$ cat src/rtl/shift_sub_divider.sv
// Iterative restoring shift-subtract divider for RV32M DIV/DIVU/REM/REMU.
// One quotient bit per cycle; start/done level handshake.
// Operands are converted to magnitudes on entry, divided unsigned, and the
// signs are reapplied in a single fix-up cycle before the result is presented.
module shift_sub_divider #(
   parameter int OPERAND_WIDTH = 32
) (
   input  logic                     clk,
   input  logic                     rst,
   input  logic                     start,
   input  logic                     div_signed,
   input  logic [OPERAND_WIDTH-1:0] dividend,
   input  logic [OPERAND_WIDTH-1:0] divisor,
   output logic [OPERAND_WIDTH-1:0] quotient,
   output logic [OPERAND_WIDTH-1:0] remainder,
   output logic                     div_by_zero,
   output logic                     done
);

   localparam int N  = OPERAND_WIDTH;
   localparam int CW = (N > 1) ? $clog2(N) : 1;
   // Counter value on the final iteration cycle.
   localparam logic [CW-1:0] LAST_COUNT = CW'(N - 1);
   // Most negative signed value; with divisor -1 it overflows the quotient.
   localparam logic [N-1:0]  MIN_NEG    = {1'b1, {(N-1){1'b0}}};

   typedef enum logic [1:0] {
      IDLE  = 2'd0,
      ITER  = 2'd1,
      FIXUP = 2'd2,
      DONE  = 2'd3
   } state_t;

   state_t         state_reg, state_next;
   logic [CW-1:0]  count_reg, count_next;
   // Partial remainder; its magnitude always stays below the divisor.
   logic [N-1:0]   rem_reg,   rem_next;
   // Dividend magnitude shifting out at the top, quotient bits entering at the bottom.
   logic [N-1:0]   quo_reg,   quo_next;
   // Divisor magnitude held for the whole operation.
   logic [N-1:0]   dvs_reg,   dvs_next;
   logic           neg_q_reg, neg_q_next;
   logic           neg_r_reg, neg_r_next;
   logic           dbz_reg,   dbz_next;

   logic           dividend_neg;
   logic           divisor_neg;
   logic [N-1:0]   dividend_abs;
   logic [N-1:0]   divisor_abs;
   logic [N:0]     shifted_rem;
   logic [N:0]     trial;
   logic           in_done;

   // Operand magnitudes and the trial subtraction of the current iteration.
   always_comb begin
      dividend_neg = div_signed & dividend[N-1];
      divisor_neg  = div_signed & divisor[N-1];
      dividend_abs = dividend_neg ? (~dividend + 1'b1) : dividend;
      divisor_abs  = divisor_neg  ? (~divisor  + 1'b1) : divisor;
      // Shift the next dividend bit into the partial remainder; N+1 bits
      // keep the carry so the trial sign is exact.
      shifted_rem  = {rem_reg, quo_reg[N-1]};
      trial        = shifted_rem - {1'b0, dvs_reg};
   end

   // State and datapath registers; reset aborts any operation in flight.
   always_ff @(posedge clk) begin
      if (rst) begin
         state_reg <= IDLE;
         count_reg <= '0;
         rem_reg   <= '0;
         quo_reg   <= '0;
         dvs_reg   <= '0;
         neg_q_reg <= 1'b0;
         neg_r_reg <= 1'b0;
         dbz_reg   <= 1'b0;
      end else begin
         state_reg <= state_next;
         count_reg <= count_next;
         rem_reg   <= rem_next;
         quo_reg   <= quo_next;
         dvs_reg   <= dvs_next;
         neg_q_reg <= neg_q_next;
         neg_r_reg <= neg_r_next;
         dbz_reg   <= dbz_next;
      end
   end

   // Next-state and datapath update for each phase of the division.
   always_comb begin
      state_next = state_reg;
      count_next = count_reg;
      rem_next   = rem_reg;
      quo_next   = quo_reg;
      dvs_next   = dvs_reg;
      neg_q_next = neg_q_reg;
      neg_r_next = neg_r_reg;
      dbz_next   = dbz_reg;

      unique case (state_reg)
         IDLE: begin
            if (start) begin
               count_next = '0;
               dbz_next   = 1'b0;
               neg_q_next = 1'b0;
               neg_r_next = 1'b0;
               dvs_next   = divisor_abs;
               if (divisor == '0) begin
                  // Division by zero: all-ones quotient, dividend passes through.
                  quo_next   = '1;
                  rem_next   = dividend;
                  dbz_next   = 1'b1;
                  state_next = DONE;
               end else if (div_signed && (dividend == MIN_NEG) && (divisor == '1)) begin
                  // Signed overflow: quotient wraps to the dividend, no remainder.
                  quo_next   = dividend;
                  rem_next   = '0;
                  state_next = DONE;
               end else begin
                  quo_next   = dividend_abs;
                  rem_next   = '0;
                  neg_q_next = dividend_neg ^ divisor_neg;
                  neg_r_next = dividend_neg;
                  state_next = ITER;
               end
            end
         end

         ITER: begin
            // Non-negative trial means the divisor fits: keep the difference
            // and emit a 1; otherwise restore the shifted remainder and emit a 0.
            quo_next = {quo_reg[N-2:0], ~trial[N]};
            rem_next = trial[N] ? shifted_rem[N-1:0] : trial[N-1:0];
            if (count_reg == LAST_COUNT) begin
               count_next = '0;
               state_next = FIXUP;
            end else begin
               count_next = count_reg + 1'b1;
            end
         end

         FIXUP: begin
            // Two's-complement negation maps zero to zero, so a zero result
            // never picks up a sign.
            quo_next   = neg_q_reg ? (~quo_reg + 1'b1) : quo_reg;
            rem_next   = neg_r_reg ? (~rem_reg + 1'b1) : rem_reg;
            state_next = DONE;
         end

         DONE: begin
            count_next = '0;
            if (!start) begin
               state_next = IDLE;
            end
         end

         default: begin
            state_next = IDLE;
         end
      endcase
   end

   assign in_done     = (state_reg == DONE);
   assign done        = in_done;
   assign div_by_zero = dbz_reg & in_done;

   // Result buses read zero except while the result is being presented.
   genvar gi;
   generate
      for (gi = 0; gi < N; gi++) begin : g_out
         assign quotient[gi]  = quo_reg[gi] & in_done;
         assign remainder[gi] = rem_reg[gi] & in_done;
      end
   endgenerate

endmodule

$ cat config.mk
export PLATFORM = sky130hd
export DESIGN_NAME = shift_sub_divider
export DESIGN_NICKNAME = d
export VERILOG_FILES = /design/src/rtl/shift_sub_divider.sv
export SDC_FILE = /design/constraint.sdc
export NUM_CORES = 1
export LEC_CHECK = 0
export ABC_CLOCK_PERIOD_IN_PS = 5010
export BUFFER_PORTS_ARGS = -buffer_cell sky130_fd_sc_hd__buf_2
export CORE_ASPECT_RATIO = 1.5
export CORE_MARGIN = 3
export CORE_UTILIZATION = 60
export DETAILED_ROUTE_END_ITERATION = 16
export GPL_ROUTABILITY_DRIVEN = 0
export GPL_TIMING_DRIVEN = 0
export PLACE_DENSITY = 0.86
export REMOVE_ABC_BUFFERS = 1
export SLEW_MARGIN = 15
export SYNTH_ARGS = -nofsm -noshare
export SYNTH_HDL_FRONTEND = slang
export SYNTH_SLANG_ARGS = --single-unit
export TNS_END_PERCENT = 10
$ cat constraint.sdc
create_clock -name clk -period 5.01 [get_ports clk]
set_clock_uncertainty 0.2 [all_clocks]
set_input_delay 0.7515 -clock clk [delete_from_list [all_inputs] [get_ports clk]]
set_output_delay 0.7515 -clock clk [all_outputs]
set_load 0.01 [all_outputs]
==> flow_metrics.env <==
export IMPL_r2r_start="quo_reg[31]"
export IMPL_leakagePower_nw=4.72
export IMPL_cp_required_ns=5.10
export IMPL_synthArstFlopShare=0
export IMPL_ctsHoldBuffers=0
export IMPL_rows=59
export IMPL_nFillCells=1516
export IMPL_slowest_stage="nor2_2"
export IMPL_clock_latency_ns=0.37
export IMPL_drv_cap=0
export IMPL_cts_htree_levels=3
export IMPL_yosysWarnings=0
export IMPL_via_count=12300
export IMPL_worstSetupStartpointType="flip-flop"
export IMPL_viasPerCell=6.76
export IMPL_final_cell_count_no_fill=1814
export IMPL_antenna_found_initial=0
export IMPL_layout_common_cells="nand2_1 (154), nor2_1 (134), buf_2 (132), a21oi_1 (125), o21ai_0 (118)"
export IMPL_cts_tree="done"
export IMPL_cts_root_buf="clkbuf_16"
export IMPL_grtUsageTotal=0.334
export IMPL_ir_drop_uv=359
export IMPL_dieArea_um2=19600
export IMPL_slew_limit_headroom=0.227
export IMPL_syn2layout_area_growth_pct=9.33
export IMPL_io_pins=134
export IMPL_min_delay_start="dbz_reg"
export IMPL_rrSetupSlack_ns=0.18
export IMPL_switching_share=0.546
export IMPL_p_clk_frac=0.102
export IMPL_worst_path_buf_inv=1
export IMPL_layout_commonest_cell="nand2_1"
export IMPL_min_path_cells=2
export IMPL_synth_seq_cells=106
export IMPL_r2r_end="quo_reg[0]"
export IMPL_diodes=0
export IMPL_outcome="finished, final reports clean"
export IMPL_cts_path_max_buffers=2
export IMPL_initial_core_util=0.616
export IMPL_power_density_nw_per_um2=651
export IMPL_io_buffers=133
export IMPL_final_nets=1710
export IMPL_clk_pin_slew_ns=0.09
export IMPL_antenna_left=0
export IMPL_hpwl_mm=24.8
export IMPL_rsz0062_at_grt="no"
export IMPL_slew_viol_final=0
export IMPL_critical_path_top_delay_family="compound AO/OA/AOI/OAI gates"
export IMPL_max_stage_delay_ns=0.97
export IMPL_finalSetupViolCount=0
export IMPL_p_comb_frac=0.696
export IMPL_drive_gt1_frac=0.134
export IMPL_numClockSinks=106
export IMPL_drt_iter0_markers=1404
export IMPL_grt_max_degree=82
export IMPL_crit_path_end_kind="flip-flop"
export IMPL_ys_types=85
export IMPL_reg2reg_depth=12
export IMPL_p_sw_mw=4.19
export IMPL_drtPass1Iterations=9
export IMPL_hold_end="dbz_reg"
export IMPL_cts_buffers=9
export IMPL_hold_viol=0
export IMPL_dieWidth_um=115
export IMPL_fin_util=0.673
export IMPL_timing_fmax_ghz=0.207
export IMPL_grt_pass1_vias=11200
export IMPL_pwr_share_seq=0.202
export IMPL_critPathMaxFanout=21
export IMPL_worst_setup_path_type="flip-flop to flip-flop"
export IMPL_yosys_most_used_dff="dfxtp_1"
export IMPL_core_region_area_um2=17500
export IMPL_globalRouteOverflowTotal=0
export IMPL_cts_resized=0
export IMPL_synth_cells=1548
export IMPL_wire_per_inst_um=18.5
export IMPL_hold_path_class="flip-flop to flip-flop"
export IMPL_drt_total_wl_mm=33.5
export IMPL_drc=0
export IMPL_synth_edf_count=0
export IMPL_grt_pass1_wl_mm=53.9
export IMPL_dp_cells=1798
export IMPL_cp_data_arrival_time_ns=4.91
export IMPL_min_period_ns=4.83
export IMPL_critical_path_cell_chain="inv_1 -> ha_1 -> fa_1 -> nor2b_1 -> o2111a_1 -> o21ai_0 -> and3_1 -> o21ba_1 -> o31a_1 -> nor2_2 -> a21boi_0 -> o31ai_1"
export IMPL_critical_path_cell_count=12
export IMPL_p_int_mw=3.48
export IMPL_postCtsSetupRepairBufs=0
export IMPL_worst_pin_slew_ns=1.16
export IMPL_fin_crit_sh=0.963
export IMPL_die_h_um=170
export IMPL_postSynthAreaPerCell_um2=6.96
export IMPL_seq_area_frac_synth=0.197
export IMPL_synth_area_um2=10800
[synth_stat cells (5+ instances only)]
master    count  share of area
clkbuf_1     78          0.027
or3_1        22          0.013
a21o_1       25          0.017
buf_2        11         0.0051
a21oi_1     125          0.058
ha_1         45          0.052
nand3b_1      8         0.0056
nor2_1      136          0.047
nand3_1      41          0.019
xor2_1       42          0.034
xnor2_1      50          0.041
inv_1        63          0.022
o21ai_0     119          0.055
o41ai_1       7         0.0057
nor3b_1       5         0.0035
buf_1         8         0.0028
nor3_1       58          0.027
o21a_1        9         0.0063
nand2b_1      9         0.0052
a22oi_1       8         0.0056
a311oi_1      5         0.0041
a31oi_1      31          0.018
a22o_1        5         0.0041
or2_2         6         0.0035
o311ai_0     10         0.0081
o211ai_1      7         0.0049
nor3_2       10         0.0093
and3_1       11         0.0064
a21boi_0      5         0.0035
a32oi_1       6         0.0049
or4_1         7         0.0049
a32o_1        5         0.0046
nand2_1     154          0.054
o21ai_1      11         0.0051
nor2b_1       8         0.0046
mux2i_1       5         0.0046
dfxtp_1     106           0.20
a211o_1       5         0.0041
nand4_1      42          0.024
and2_1       71          0.041
a211oi_1     44          0.031
nor4_1       17         0.0099
o31ai_1      23          0.016
[stage by stage]
| step | power [mW] | TNS (ns) | worst slack (ns) | instance area [um^2] | hold WS (ns) |
|---|---|---|---|---|---|
| final | 7.67 | 0 | 0.184 | 11800 | 0.250 |
| after global routing | 8.24 | 0 | 0.0948 | 11800 | 0.280 |
| after CTS | 7.49 | 0 | 0.352 | 11800 | 0.256 |
| after detailed placement | 6.69 | 0 | 0.354 | 11500 | 0.246 |
| after global placement | 6.47 | -73.11 | -1.83 | 11300 | 0.241 |
| after floorplan | 5.27 | 0 | 0.414 | 10300 | 0.221 |
[worst max path at each step]
stage / from / endpoint / slack (ns)
after global placement: state_reg[0] / rem_reg[23] / -1.83
final: quo_reg[31] / quo_reg[0] / 0.18
after detailed placement: quo_reg[31] / quo_reg[0] / 0.35
after global routing: quo_reg[31] / rem_reg[14] / 0.09
after CTS: quo_reg[31] / quo_reg[0] / 0.35
after floorplan: state_reg[0] / rem_reg[23] / 0.41
[cell type report]
cell class	instances	area, um^2	share of cell area
clock buffer	9	225	0.0191
clock inverter	7	86.3	0.00733
inverter	64	240	0.0204
multi-input combinational	1275	8020	0.681
sequential	106	2120	0.180
tap	213	267	0.0226
timing repair buffer	140	813	0.0691
[power groups by stage]
| stage | Combinational, mW | Clock [mW] | Sequential, mW |
|---|---|---|---|
| floorplan | 3.85 | 0 | 1.41 |
| global placement | 4.94 | 0 | 1.53 |
| detailed placement | 5.15 | 0 | 1.55 |
| CTS | 5.18 | 0.778 | 1.53 |
| global route | 5.84 | 0.805 | 1.60 |
| finish | 5.34 | 0.783 | 1.55 |
[worst min-delay path: cells and delay by family, from the launching register on]
| family | cells | cell delay, ns |
|---|---|---|
| compound gates | 1 | 0.05 |
| flops | 1 | 0.31 |
| simple gates | 1 | 0.05 |
[logic make-up after synthesis]
group                    Yosys count  synth area share
flip-flops                       106             0.197
adder cells (fa/ha/maj)           46            0.0541
XOR/XNOR                          92            0.0748
buffers and inverters            167            0.0638
multiplexers                       5           0.00465
AND/OR/NAND/NOR                  637             0.310
AO/OA/AOI/OAI                    495             0.296
[per-layer routing]
metal	track usage	vias to the layer above	wire [um]
li1	-	5767	-
met1	0.389	5567	12600
met2	0.566	752	16100
met3	0.0430	181	2590
met4	0.216	0	2300
met5	0	-	0
(Power assumes the default switching activity.)
